## config.mk

```make
export PLATFORM = sky130hd
export DESIGN_NAME = seq_det_param
export DESIGN_NICKNAME = d
export VERILOG_FILES = /design/src/rtl/seq_det_param.sv
export SDC_FILE = /design/constraint.sdc
export NUM_CORES = 1
export LEC_CHECK = 0
export BUFFER_PORTS_ARGS = -buffer_cell sky130_fd_sc_hd__clkbuf_2
export CORE_AREA = 8 8 45 47
export CTS_CLUSTER_SIZE = 30
export DETAILED_ROUTE_END_ITERATION = 10
export DIE_AREA = 0 0 53 55
export PLACE_DENSITY = 0.54
export SLEW_MARGIN = 10
export SYNTH_ARGS = -nofsm -noshare
export SYNTH_HDL_FRONTEND = slang
export SYNTH_SLANG_ARGS = --single-unit
```

## constraint.sdc

```tcl
create_clock -name clk -period 2.5 [get_ports clk]
set_clock_uncertainty 0.15 [all_clocks]
set_input_delay 0 -clock clk [delete_from_list [all_inputs] [get_ports clk]]
set_output_delay 0 -clock clk [all_outputs]
set_load 0.02 [all_outputs]
```

## src/rtl/seq_det_param.sv

```systemverilog
// seq_det_param: parametrised serial sequence detector (KMP prefix automaton).
// Recognises PATTERN (MSB received first) on a 1-bit stream, overlapping or
// non-overlapping matching chosen by ovl on the completing edge.
// Optional saturating match counter: define SEQ_DET_CNT_EN to build it;
// otherwise match_cnt is tied to zero.
module seq_det_param #(
  parameter int                 SEQ_LEN = 4,
  parameter logic [SEQ_LEN-1:0] PATTERN = 4'b0110,
  parameter int                 CNT_W   = 8
) (
  input  logic                       clk,
  input  logic                       rst,
  input  logic                       en,
  input  logic                       in,
  input  logic                       ovl,
  output logic                       out,
  output logic [CNT_W-1:0]           match_cnt,
  output logic [$clog2(SEQ_LEN)-1:0] state
);

  localparam int SW = $clog2(SEQ_LEN);
  localparam int NS = 1 << SW;

  // Pattern character i in arrival order (i=0 is the first bit received).
  function automatic logic pat_char(input int i);
    if (i >= 0 && i < SEQ_LEN) return PATTERN[SEQ_LEN-1-i];
    return 1'b0;
  endfunction

  // Longest proper (< SEQ_LEN) suffix of "prefix s followed by b" that is also
  // a pattern prefix. On a match at s=SEQ_LEN-1 this yields the pattern border,
  // which is exactly the restart point for overlapping mode.
  function automatic int next_len(input int s, input int b);
    int  best;
    int  idx;
    logic ok;
    logic c;
    best = 0;
    for (int k = 1; k < SEQ_LEN; k++) begin
      if (k <= s + 1) begin
        ok = 1'b1;
        for (int j = 0; j < k; j++) begin
          idx = s + 1 - k + j;
          c   = (idx == s) ? b[0] : pat_char(idx);
          if (pat_char(j) != c) ok = 1'b0;
        end
        if (ok) best = k;
      end
    end
    return best;
  endfunction

  // Transition and expected-bit tables, fixed at elaboration from PATTERN.
  logic [NS-1:0][1:0][SW-1:0] nxt_tbl;
  logic [NS-1:0]              exp_tbl;

  for (genvar s = 0; s < NS; s++) begin : g_tbl
    localparam int N0 = (s < SEQ_LEN) ? next_len(s, 0) : 0;
    localparam int N1 = (s < SEQ_LEN) ? next_len(s, 1) : 0;
    assign nxt_tbl[s][0] = SW'(N0);
    assign nxt_tbl[s][1] = SW'(N1);
    assign exp_tbl[s]    = pat_char(s);
  end

  logic [SW-1:0] state_q, state_d;
  logic          out_q, out_d;
  logic          done;

  // Next state: table lookup on enabled bits; non-overlap restarts from zero.
  always_comb begin
    done    = (in == exp_tbl[state_q]) && (state_q == SW'(SEQ_LEN-1));
    state_d = state_q;
    out_d   = 1'b0;
    if (en) begin
      state_d = nxt_tbl[state_q][in];
      if (done) begin
        out_d = 1'b1;
        if (!ovl) state_d = '0;
      end
    end
  end

  // State and match pulse registers; reset discards any partial match.
  always_ff @(posedge clk) begin
    if (rst) begin
      state_q <= '0;
      out_q   <= 1'b0;
    end else begin
      state_q <= state_d;
      out_q   <= out_d;
    end
  end

`ifdef SEQ_DET_CNT_EN
  logic [CNT_W-1:0] cnt_q, cnt_d;

  // Saturating match count: holds at all-ones, pulses keep coming.
  always_comb begin
    cnt_d = cnt_q;
    if (en && done && (cnt_q != '1)) cnt_d = cnt_q + 1'b1;
  end

  // Counter register.
  always_ff @(posedge clk) begin
    if (rst) cnt_q <= '0;
    else     cnt_q <= cnt_d;
  end

  assign match_cnt = cnt_q;
`else
  assign match_cnt = '0;
`endif

  assign out   = out_q;
  assign state = state_q;

endmodule
```

==> impl_metrics.env <==
export IMPL_wl_per_cell_um=9.75
export IMPL_maxCapViolCount=0
export IMPL_die_area_mm2=0.00292
export IMPL_worstPathMaxFanout=4
export IMPL_gr_total_overflow=0
export IMPL_via_count=188
export IMPL_setup_tns_ps=0
export IMPL_outcome="finished clean"
export IMPL_synth_cell_area_um2=248
export IMPL_io_pins=16
export IMPL_viasPerCell=3.36
export IMPL_synth_top_family_by_area="buffers and inverters"
export IMPL_track_usage_pct=4.64
export IMPL_p_leak_nw=0.184
export IMPL_synthMuxAreaShare_pct=4.04
export IMPL_worstPathRequired_ps=2530
export IMPL_crit_slowest_cell="dlygate4sd3_1"
export IMPL_finalHoldViolCount=0
export IMPL_fin_cells=56
export IMPL_ant_nets=0
export IMPL_yosys_area_share_simple_pct=19.7
export IMPL_regArea_um2=60.1
export IMPL_hpwl_um=427
export IMPL_clock_fmax_mhz=471
export IMPL_insertion_delay_ps=240
export IMPL_fillers=166
export IMPL_first_global_vias=206
export IMPL_drc=0
export IMPL_fp_dieH_um=55
export IMPL_syn_inst=26
export IMPL_ys_warnings_count=0
export IMPL_crit_path_end_kind="flip-flop"
export IMPL_setup_viol_count_final=0
export IMPL_rows=14
export IMPL_ys_types=14
export IMPL_wl_met1_um=265
export IMPL_ir_drop_mv=0.170
export IMPL_highest_layer="met3"
export IMPL_clock_sinks=3
export IMPL_place_inst=48
export IMPL_io_buffer_count=7
export IMPL_areaGrowthSynthToFinish_pct=35.4
export IMPL_powerDensity_mw_per_mm2=516
export IMPL_htreeDepth=1
export IMPL_cp_slowest_stage_delay_ps=580
export IMPL_grt_first_pass_wirelength_um=903
export IMPL_cts_tree="yes"
export IMPL_multiInputGateArea_um2=143
export IMPL_path_clk_slew_ps=40
export IMPL_die_w_um=53
export IMPL_first_pass_iters=2
export IMPL_cts_buffers=3
export IMPL_start_kind="flip-flop"
export IMPL_start_util_pct=17.9
export IMPL_crit_chain="inv_1 > ha_1 > inv_1 > ha_1 > nor4b_1 > dlygate4sd3_1"
export IMPL_min_period_ps=2120
export IMPL_drt_total_wl_um=546
export IMPL_critPathTopFamily="buffers and inverters"
export IMPL_hp_class="in2reg"
export IMPL_final_common_cell="conb_1"
export IMPL_rsz0062_at_grt="no"
export IMPL_crit_buf_inv=3
export IMPL_dr_wl_met2_um=236
export IMPL_core_area_mm2=0.00138
export IMPL_synthXorXnorAreaFrac_pct=0
export IMPL_layout_nets=49
export IMPL_preCtsSetupSlack_ps=840
export IMPL_clock_path_buffers=2
export IMPL_synth_compound_area_share_pct=6.57
export IMPL_gp_congestion=0.746
export IMPL_postSynthAreaPerCell_um2=9.53
export IMPL_diodes=0
export IMPL_synth_fa_ha_area_share_pct=15.2
export IMPL_wl_met3_um=44
export IMPL_root_buffer="clkbuf_4"
export IMPL_critPathKind="reg2reg"
export IMPL_ys_ff_latch=3
export IMPL_drv_slew=0
export IMPL_ys_seq_area_share_pct=24.2
export IMPL_drive_above_1_share_pct=30.0
export IMPL_antenna_found_initial=0
export IMPL_drtIter0Drc=1
export IMPL_post_cts_buffers=0
export IMPL_fin_ws_ps=376
export IMPL_arrival_ps=2150
export IMPL_fin_crit_sh_pct=85.0
export IMPL_grt_max_degree=5
export IMPL_layout_common_cells="conb_1 (8), clkbuf_2 (7), dlygate4sd3_1 (4)"
[metrics by stage]
step           hold WS [ps]  util, %  area [um2]  total power [W]
4_1_cts                30.1     24.2         335         0.000177
3_3_place_gp           92.6     19.4         269        0.0000807
2_1_floorplan         -72.7        -         274        0.0000820
6_report               34.7     24.2         335         0.000173
3_5_place_dp           87.4     19.4         269        0.0000807
5_1_grt                78.1     24.2         335         0.000186
[power by group]
part / internal, W / switching, W
logic: 0.0000117 / 0.0000214
clock network: 0.0000600 / 0.0000286
registers: 0.0000496 / 0.00000161
total: 0.000121 / 0.0000516
[tightest hold or removal path, cell delays in order]
cell      delay [ps]
clkbuf_2          90
nor3b_1           50
o41ai_2          250
[cell usage after synthesis (all sizes together)]
cell type / n / area, um2
nor3b: 1 / 7.51
conb: 1 / 3.75
or3b: 1 / 8.76
dfxtp: 3 / 60.1
and4bb: 1 / 12.5
nor4b: 1 / 8.76
buf: 8 / 60.1
inv: 3 / 11.3
o41ai: 1 / 16.3
nor2b: 1 / 6.26
mux2i: 1 / 10.0
ha: 3 / 37.5
nor3: 1 / 5.00
[cell type report]
cell class / instances / area share, %
multi-input combinational: 19 / 42.5
timing repair buffer: 11 / 22.4
sequential: 3 / 17.9
clock buffer: 4 / 7.84
tap: 16 / 5.97
inverter: 3 / 3.36
[layer usage]
metal | global-route usage, % | vias to the layer above
li1 | - | 98
met1 | 5.61 | 80
met2 | 5.08 | 10
met3 | 2.67 | 0
met4 | 5.17 | 0
met5 | 0 | -
[path summary, 6_finish.rpt]
| check | end | depth (start not counted) | slack, ps | startpoint |
|---|---|---|---|---|
| worst max register to register | out | 6 | 380 | state[0] |
| worst max-delay path | out | 6 | 380 | state[0] |
| worst min-delay path | state[0] | 3 | 30 | ovl |
| worst min register to register | state[1] | 2 | 420 | state[1] |
[cells by family (layout without fill, tap and decap cells)]
| logic type | Yosys count | count (layout) |
|---|---|---|
| adders and majority gates | 3 | 3 |
| and+or+nand+nor | 6 | 6 |
| buffers and inverters | 11 | 18 |
| DFF | 3 | 3 |
| muxes | 1 | 1 |
| AOI/OAI and AO/OA | 1 | 1 |
| other | 1 | 8 |
[registers in the layout, summed over array words and instances, names as in the netlist]
name and count:
state 2, out 1
[timing repair]
item / 4_1_cts / 5_1_grt
resized for setup: 0 / 0
hold endpoints to repair: 3 / 0
hold buffers: 4 / 0
No activity file was read; power rests on OpenSTA's default activity.
